===== src/rtl/mem_types_pkg.sv =====
// Shared memory-system types for the instruction cache and
// its mem_controller fill port.
package mem_types_pkg;

   typedef logic [31:0] word_t;
   typedef logic [12:0] block_addr_t;

   localparam int ICACHE_SETS        = 16;
   localparam int ICACHE_INDEX_WIDTH = 4;
   localparam int ICACHE_TAG_WIDTH   = 9;

   typedef enum logic {
      READY = 1'b0,
      MISS  = 1'b1
   } icache_state_t;

endpackage


===== src/rtl/icache.sv =====
// Direct-mapped 16-set instruction cache, 2-word lines,
// combinational lookup with single blocking fill from imem.
module icache
   import mem_types_pkg::*;
(
   input  logic              CLK,
   input  logic              nRST,
   output logic              DUT_error,
   input  logic              icache_REN,
   input  logic [15:0]       icache_addr,
   output logic              icache_hit,
   output word_t             icache_load,
   input  logic              icache_invalidate,
   output logic              imem_REN,
   output block_addr_t       imem_block_addr,
   input  logic              imem_hit,
   input  word_t [1:0]       imem_load
);

   icache_state_t                 r_state;
   block_addr_t                   r_miss_addr;
   logic [ICACHE_SETS-1:0]        r_valid;
   logic [ICACHE_TAG_WIDTH-1:0]   r_tag  [ICACHE_SETS];
   word_t                         r_data [ICACHE_SETS][2];
   logic                          r_error;

   block_addr_t                   w_blk;
   logic [ICACHE_INDEX_WIDTH-1:0] w_index;
   logic [ICACHE_TAG_WIDTH-1:0]   w_tag;
   logic [ICACHE_INDEX_WIDTH-1:0] w_fill_index;
   logic                          w_lookup;
   logic                          w_fill;
   logic                          w_bypass;
   logic                          w_unused_addr;

   assign w_blk         = icache_addr[15:3];
   assign w_index       = w_blk[ICACHE_INDEX_WIDTH-1:0];
   assign w_tag         = w_blk[12:ICACHE_INDEX_WIDTH];
   assign w_fill_index  = r_miss_addr[ICACHE_INDEX_WIDTH-1:0];
   assign w_unused_addr = ^icache_addr[1:0];

   assign w_lookup = r_valid[w_index] && (r_tag[w_index] == w_tag);
   assign w_fill   = (r_state == MISS) && imem_hit;
   assign w_bypass = w_fill && (w_blk == r_miss_addr);

   // Invalidate masks every hit source, including the fill bypass.
   assign icache_hit = icache_REN && !icache_invalidate
                     && (w_lookup || w_bypass);

   always_comb begin
      icache_load = '0;
      if (icache_hit) begin
         if (w_bypass)
            icache_load = imem_load[icache_addr[2]];
         else
            icache_load = r_data[w_index][icache_addr[2]];
      end
   end

   assign imem_REN        = (r_state == MISS);
   assign imem_block_addr = (r_state == MISS) ? r_miss_addr : '0;
   assign DUT_error       = r_error;

   always_ff @(posedge CLK or negedge nRST) begin
      if (!nRST) begin
         r_state     <= READY;
         r_miss_addr <= '0;
         r_valid     <= '0;
         r_error     <= 1'b0;
      end else begin
         r_error <= (r_state == READY) && imem_hit;
         if (icache_invalidate)
            r_valid <= '0;
         unique case (r_state)
            READY: begin
               if (icache_REN && !w_lookup && !icache_invalidate) begin
                  r_state     <= MISS;
                  r_miss_addr <= w_blk;
               end
            end
            MISS: begin
               // Fill lands after the clear so its line stays valid.
               if (imem_hit) begin
                  r_state               <= READY;
                  r_valid[w_fill_index] <= 1'b1;
               end
            end
            default: r_state <= READY;
         endcase
      end
   end

   always_ff @(posedge CLK) begin
      if (w_fill) begin
         r_tag[w_fill_index]     <= r_miss_addr[12:ICACHE_INDEX_WIDTH];
         r_data[w_fill_index][0] <= imem_load[0];
         r_data[w_fill_index][1] <= imem_load[1];
      end
   end

endmodule

===== config.mk =====
export PLATFORM = sky130hd
export DESIGN_NAME = icache
export DESIGN_NICKNAME = d
export VERILOG_FILES = /design/src/rtl/mem_types_pkg.sv /design/src/rtl/icache.sv
export SDC_FILE = /design/constraint.sdc
export NUM_CORES = 1
export LEC_CHECK = 0
export ABC_CLOCK_PERIOD_IN_PS = 8200
export CAP_MARGIN = 20
export CORE_ASPECT_RATIO = 1.4
export CORE_MARGIN = 2
export CORE_UTILIZATION = 40
export CTS_BUF_LIST = sky130_fd_sc_hd__clkbuf_16
export DETAILED_ROUTE_END_ITERATION = 6
export PLACE_DENSITY_LB_ADDON = 0.3
export REMOVE_ABC_BUFFERS = 1
export SYNTH_ARGS = -nofsm -noshare
export SYNTH_HDL_FRONTEND = slang
export SYNTH_SLANG_ARGS = --single-unit

===== constraint.sdc =====
create_clock -name CLK -period 8.2 [get_ports CLK]
set_input_delay 1.23 -clock CLK [delete_from_list [all_inputs] [get_ports CLK]]
set_output_delay 1.23 -clock CLK [all_outputs]
set_load 0.03 [all_outputs]

# [Word-level counts from Yosys, hierarchy flattened]
# Memory sizes are Yosys's and may differ from the RTL's.
# Cells that the tools add are included.
[word_totals] register_bits=31 mem_bits_rw=1168 inputBits=85 mem_count=2 word_cells=49
[op_classes] eq_ne=2 mux=20 reduce_logical=13 n_bitwise=3 n_lt_le_gt_ge=5
[mem_list] memory="r_data" depth=16 word_bits=64 rd=1 rd_clocked_by_memory_dff=0 wr=1 line="icache.sv:24" text="word_t r_data [ICACHE_SETS][2];"
[mem_list] memory="r_tag" depth=16 word_bits=9 rd=1 rd_clocked_by_memory_dff=0 wr=1 line="icache.sv:23" text="logic [ICACHE_TAG_WIDTH-1:0] r_tag [ICACHE_SETS];"
[op_table] operator="32-bit 2-to-1 mux" count=7
[op_table] operator="16-bit 2-to-1 mux" count=3
[op_table] operator="16-bit OR" count=1
[op_table] operator="13-bit == test" count=1
[op_table] operator="13-bit 2-to-1 mux" count=1
[op_table] operator="4-bit by 5-bit less-than comparator with 1-bit output, second input constant" count=2
[op_table] operator="9-bit == test" count=1
[op_table] operator="1-bit logical AND" count=9
[op_table] operator="1-bit 2-to-1 mux" count=6
[op_table] operator="1-bit binary-select mux with 4-bit select" count=1
[op_table] operator="1-bit demux with 4-bit select" count=1
[op_table] operator="4-bit by 1-bit greater-or-equal comparator with 1-bit output, second input constant" count=1
[op_table] operator="2-bit greater-or-equal comparator, second input constant" count=1
[op_table] operator="1-bit zero test" count=2
[op_table] operator="1-bit by 2-bit less-than comparator with 1-bit output, second input constant" count=1
[op_table] operator="1-bit inverter with 2-bit output" count=1
[op_table] operator="1-bit one-hot mux with 2 select lines" count=1
[op_table] operator="2-bit AND reduction" count=1
[op_table] operator="1-bit logical OR" count=1
[op_table] operator="1-bit inverter" count=1

# [Depth between registers and ports, before layout]
[logic_depth] ltp_word=8 depth_mapped=11 depth_no_buf=7

# [Least setup slack after synthesis]
# No wires, ideal clock.
[synth_timing] path_kind="input-to-reg" from="input imem_hit" to="memory r_data[0][0] (netlist name) (enable)" setup_ps=596 cell_stages=3 path_slack_ps=897 arrival_time_ps=6706 required_ps=7604 cell_sequence="nand2_1 > or3_1 > nor3_1"
[synth_between] elab_chain_len=3
[synth_rtl] element="start: declaration" line="icache.sv:16" text="input logic imem_hit,"
[synth_rtl] element="1-bit logical AND" line="icache.sv:43" text="assign w_fill = (r_state == MISS) && imem_hit;"
[synth_rtl] element="1-bit 2-to-1 mux" line="icache.sv:94" text="if (w_fill) begin"
[synth_rtl] element="1-bit 2-to-1 mux (not written as such)" line="icache.sv:97" text="r_data[w_fill_index][1] <= imem_load[1];"
[synth_rtl] element="end: declaration" line="icache.sv:24"
# No other way between the ends.

# [Final worst setup path]
[layout_timing] from="input icache_addr[5]" to="output icache_load[27]"
[layout_between] elab_chain_len=6 elab_cells_between_ends=15
[layout_rtl] element="start: declaration" line="icache.sv:10" text="input logic [15:0] icache_addr,"
[layout_rtl] element="memory read 16 x 9 bit (tied with other cells)"
[layout_rtl] element="9-bit == test (tied with other cells)" line="icache.sv:42" text="assign w_lookup = r_valid[w_index] && (r_tag[w_index] == w_tag);"
[layout_rtl] element="1-bit logical AND or 32-bit 2-to-1 mux (tied branches)" line="icache.sv:42, icache.sv:56"
[layout_rtl] element="1-bit logical OR or 32-bit 2-to-1 mux (tied branches)" line="icache.sv:48, icache.sv:56"
[layout_rtl] element="1-bit logical AND or 32-bit 2-to-1 mux (tied branches)" line="icache.sv:48, icache.sv:53"
[layout_rtl] element="32-bit 2-to-1 mux (*)" line="icache.sv:52" text="if (icache_hit) begin"
[layout_rtl] element="end: declaration" line="icache.sv:12" text="output word_t icache_load,"
# Every way passes the cells marked *; elsewhere a longest branch is shown, timed or not. The select of a mux whose other input is x is not followed.

==> out/summary.txt <==
Status = finished, final reports clean
Largest cells by area after synthesis = edfxtp_1, mux4_2, dfrtp_1
Async SR Flop Fraction = 2.585%
DR vias = 21265
Post-synth top area share = 75.10%
Layout area overhead = 14.85%
Initial core utilization = 40.23%
Setup TNS = 0 ns
CORE AREA = 116100 um2
Power Density = 240.4 nW/um2
# Post-CTS Setup Buffers = 0
Final hold viol count = 0
# clock sinks = 1199
Fillers = 9386
Finished Layout Cells = 3695
Netlist Area Pre-Place = 46700 um2
Yosys reg bits = 1199
Pleak = 16.74 nW
Clock-pin slew on the worst setup and hold paths = 0.07 ns
Final Cell Area = 53640 um2
Max-Cap Viols = 0
Layout cell share with drive strength beyond 1 = 29.59%
Clock root buffer = clkbuf_16
First-pass GRT wire length = 159800 um
Hold Crit Class = flop to flop
Top cell type by total area after synthesis = edfxtp_1
RSZ-0062 raised after global routing = no
Port buffer count = 130
Slew Limit Headroom = 29.51%
Pin count of the biggest net entering global routing = 93
CTS resizes = 0
Die Ht = 408.3 um
Later-pin clock latency in the skew report = 0.73 ns
CTS Buf Count = 108
Wirelength per Cell = 29.86 um
GRT overflow = 0
Final setup viols = 0
H-tree depth = 3
Distinct cells, synth = 45
Final Net Count = 2186
Worst Path Required = 6.97 ns
Most frequent cell after synthesis = edfxtp_1
Setup Crit Path Kind = input port to output port
Drt first-iter violations = 2178
Peak Freq = 0.1460 GHz
Gpl congestion = 0.7599
Die width = 292.8 um
Total GRT Usage = 18.60%
CTS max path bufs = 3
Mean post-synth cell area = 24.44 um2
Worst slew pin tran = 1.057 ns
Synth Flop Type = edfxtp_1
Row cnt = 148
Fin crit share = 83.54%
Synth Instances = 1911
Synthesis Warnings = 0
Sequential share of the synthesized area = 76.76%
Worst Skew = 0.03173 ns
Worst-path fanout max = 51
TritonCTS clock tree = done
Initial antenna violation count = 12
Die area = 119600 um2
Drt total wl = 110300 um
DP HPWL = 55620 um
Post-synth top cells = edfxtp_1, mux4_2, clkbuf_1
Peak VDD IR = 0.2048 mV
DRT antenna net count = 0
Placed instance area = 50010 um2
I/O pins = 133
Critical Path Source Type = input port
Hold_buf cts = 0
DR DRC count = 0
First-pass DRT Iterations = 5
Placed cell count = 3491
Setup crit end kind = output port
Final min period = 6.850 ns
Number of synthesized flops with an enable pin = 1168
Vias per cell = 5.755
Slew Viols, Final = 0
Final Util = 46.20%
Worst Hold Slack = 0.4843 ns
Critical Path AT = 5.62 ns
Vias in the first global route = 23192
==> cells in the final DEF, fill, tap and decap left out, types with 7 or more instances in the layout <==
| cell type | instances |
|---|---|
| a21o_1 | 17 |
| and2_1 | 15 |
| buf_12 | 7 |
| buf_4 | 47 |
| bufinv_16 | 15 |
| clkbuf_16 | 109 |
| clkdlybuf4s50_1 | 125 |
| clkinv_1 | 26 |
| clkinv_2 | 25 |
| dfrtp_1 | 31 |
| edfxtp_1 | 1168 |
| inv_1 | 14 |
| mux2_2 | 16 |
| mux2i_1 | 31 |
| mux4_2 | 386 |
| nor2_4 | 12 |
| nor3b_1 | 34 |
| nor4_1 | 7 |
| xnor2_1 | 8 |
| xor2_1 | 13 |
==> logic make-up (layout without fill, tap and decap cells) <==
logic type | Yosys count | in the layout | share of synthesized area [%]
flip-flops | 1199 | 1199 | 76.76
multiplexers | 433 | 433 | 19.66
AND/OR/NAND/NOR | 114 | 114 | 1.479
buffers and inverters | 108 | 390 | 1.104
AO/OA/AOI/OAI | 36 | 36 | 0.6028
XOR/XNOR | 21 | 21 | 0.3938
other | 0 | 2 | 0
==> worst paths after layout <==
path	from	to	slack [ns]	depth (start not counted)
worst max-delay path	icache_addr[5]	icache_load[27]	1.35	9
worst min-delay path	r_valid[14]	r_valid[14]	0.48	1
worst max register to register	imem_REN	r_data[14][46]	4.87	5
worst min register to register	r_valid[14]	r_valid[14]	0.48	1
max in group asynchronous	nRST	r_valid[9]	7.07	1
min in group asynchronous	nRST	r_miss_addr[6]	0.61	1
==> per-layer routing <==
layer | vias to the layer above | GRT usage, % | share of wire, %
li1 | 8671 | - | -
met1 | 11743 | 23.97 | 40
met2 | 671 | 32.47 | 53
met3 | 170 | 2.852 | 5.3
met4 | 10 | 5.747 | 2.4
met5 | - | 0 | 0.067
==> flip-flops by register name, indices dropped and copies added, names as in the netlist <==
signal       count
DUT_error        1
r_valid         16
r_miss_addr     13
r_data        1024
imem_REN         1
r_tag          144
==> cell type report <==
class	instances	area (um2)	share of cell area (%)
Multi-Input combinational cell	604	10460	19.50
Clock buffer	109	2728	5.085
Tap cell	1500	1877	3.499
Sequential cell	1199	35850	66.83
Antenna cell	2	5.005	0.009331
Clock inverter	93	893.4	1.666
Inverter	4	20.02	0.03732
Timing Repair Buffer	184	1805	3.366
==> report_power, final <==
part,switching [mW],internal [mW]
Clock,2.26,2.91
Sequential,0.0867,6.88
Combinational,0.420,0.339
Total,2.77,10.1
==> critical path, cell delays in order <==
cell	delay, ns
buf_6	0.50
buf_4	0.55
mux4_2	0.41
mux4_2	0.52
xnor2_1	0.27
and4_1	0.29
a31oi_4	0.13
nor3b_1	0.81
clkdlybuf4s50_1	0.83
==> through the flow <==
step	worst slack, ns	power (mW)
global placement	1.156	7.841
detailed placement	1.264	7.869
finish	1.350	12.89
CTS	1.217	13.01
floorplan	0.8904	7.461
global route	1.189	13.28
(Power assumes the default switching activity.)
==> RTL change (config.mk and constraints unchanged) <==
Change the package constant `ICACHE_SETS` from 16 to 32.
--- a/src/rtl/mem_types_pkg.sv
+++ b/src/rtl/mem_types_pkg.sv
@@ -5,7 +5,7 @@
    typedef logic [31:0] word_t;
    typedef logic [12:0] block_addr_t;
 
-   localparam int ICACHE_SETS        = 16;
+   localparam int ICACHE_SETS        = 32;
    localparam int ICACHE_INDEX_WIDTH = 4;
    localparam int ICACHE_TAG_WIDTH   = 9;
 
Check against the original RTL: not settled (the Yosys comparison gave no result); the edit may change what the design does.
==> RTL change against the original RTL <==
  * Sequential cell count unchanged
  * Final area fell by 0.10%
  * Cell count decreased by 0.11%
  * Worst setup slack got worse by 290 ps
  * Wire length shrank 1.1%
  * Area after synthesis about the same
  * Utilization about the same
  * Power is 0.61% lower
  * Critical endpoint is now icache_load[9]
==> RTL change: results (changes against the original RTL) <==
antenna violations before repair 11 (-1); reg2reg setup slack 4490 ps (-380 ps); Final HPWL DP 56,460 µm (+1.5%); via count 21,070 (-0.93%); Pleak 16.70 nW (-0.23%); GRT Util Overall 18.48% (-0.12 points); Peak VDD IR 0.1609 mV (-21%); Nets 2,185 (-0.046%); M1 GR Usage 23.56% (-0.42 points); first-pass GRT wire length 158,100 µm (-1.0%); top post-synthesis cells by count edfxtp_1 (1,168), mux4_2 (386), clkbuf_1 (43); status complete, no violations; Psw 2.698 mW (-2.6%); pin count of the biggest net entering global routing 113 (+22%); Min Hold Slack 478.8 ps (-5.569 ps); Detailed Route WL 109,100 µm (-1.1%); share of cells above drive strength 1 29.32% (-0.27 points); CTS Buf Count 107 (-0.93%); GP Congestion 0.7504 (-1.3%); Iter 0 DRT Violations 2,352 (+8.0%); Data arrival, critical path 5910 ps (+290 ps); crit path max fanout 25 (-51%); Worst path max stage delay 920 ps (+90 ps); top post-synthesis cells by area edfxtp_1 (75%), mux4_2 (19%), dfrtp_1 (1.7%), mux2i_1 (0.66%), nor3b_1 (0.55%); M1 WL 42,590 µm (-2.7%); met3 Usage GRT 3.152% (+0.30 points); clock skew 22.83 ps (-8.906 ps); met2 WL 56,680 µm (-2.3%); met2 usage 31.87% (-0.61 points); sequential share of the synthesized area 76.76% (about the same); drt pass-1 iters 7 (+2)
## RTL change: cell count changes after synthesis, sizes merged
cell,before,now
buf,65,61
clkbuf,39,43
## RTL change: cells by family after synthesis
group                     Yosys count  share of synthesized area (%)
DFF                              1199                          76.76
xor gates and xnor gates           21                         0.3938
and+or+nand+nor                   114                          1.479
AOI/OAI and AO/OA                  36                         0.6028
muxes                             433                          19.66
buffers and inverters             108                          1.101
## RTL change: metrics by stage
| step | power [mW] | cells | setup WS (ps) | utilization, % | instance area [µm²] |
|---|---|---|---|---|---|
| after floorplan | 7.461 | 1807 | 890.4 | - | 46200 |
| after global placement | 7.837 | 3490 | 992.9 | 43.04 | 49970 |
| after detailed placement | 7.865 | 3491 | 980.5 | 43.06 | 49990 |
| after CTS | 12.95 | 3686 | 946.4 | 46.14 | 53570 |
| after global routing | 13.21 | 3690 | 822.8 | 46.15 | 53580 |
| final | 12.82 | 3691 | 1064 | 46.15 | 53590 |
## RTL change: layout make-up
class | instances | area (µm²)
Fill cell | 9328 | 62520
Sequential cell | 1199 | 35850
Multi-Input combinational cell | 604 | 10460
Clock buffer | 108 | 2703
Tap cell | 1500 | 1877
Timing Repair Buffer | 184 | 1785
Clock inverter | 87 | 877.1
Inverter | 4 | 20.02
Antenna cell | 5 | 12.51
## RTL change: path summary, 6_finish.rpt
| kind | from | end |
|---|---|---|
| setup / recovery | icache_addr[6] | icache_load[9] |
| min in group asynchronous | nRST | r_valid[7] |
| hold / removal | r_valid[9] | r_valid[9] |
| hold reg to reg | r_valid[9] | r_valid[9] |
| max in group asynchronous | nRST | r_miss_addr[10] |
| setup reg to reg | imem_REN | r_data[5][45] |
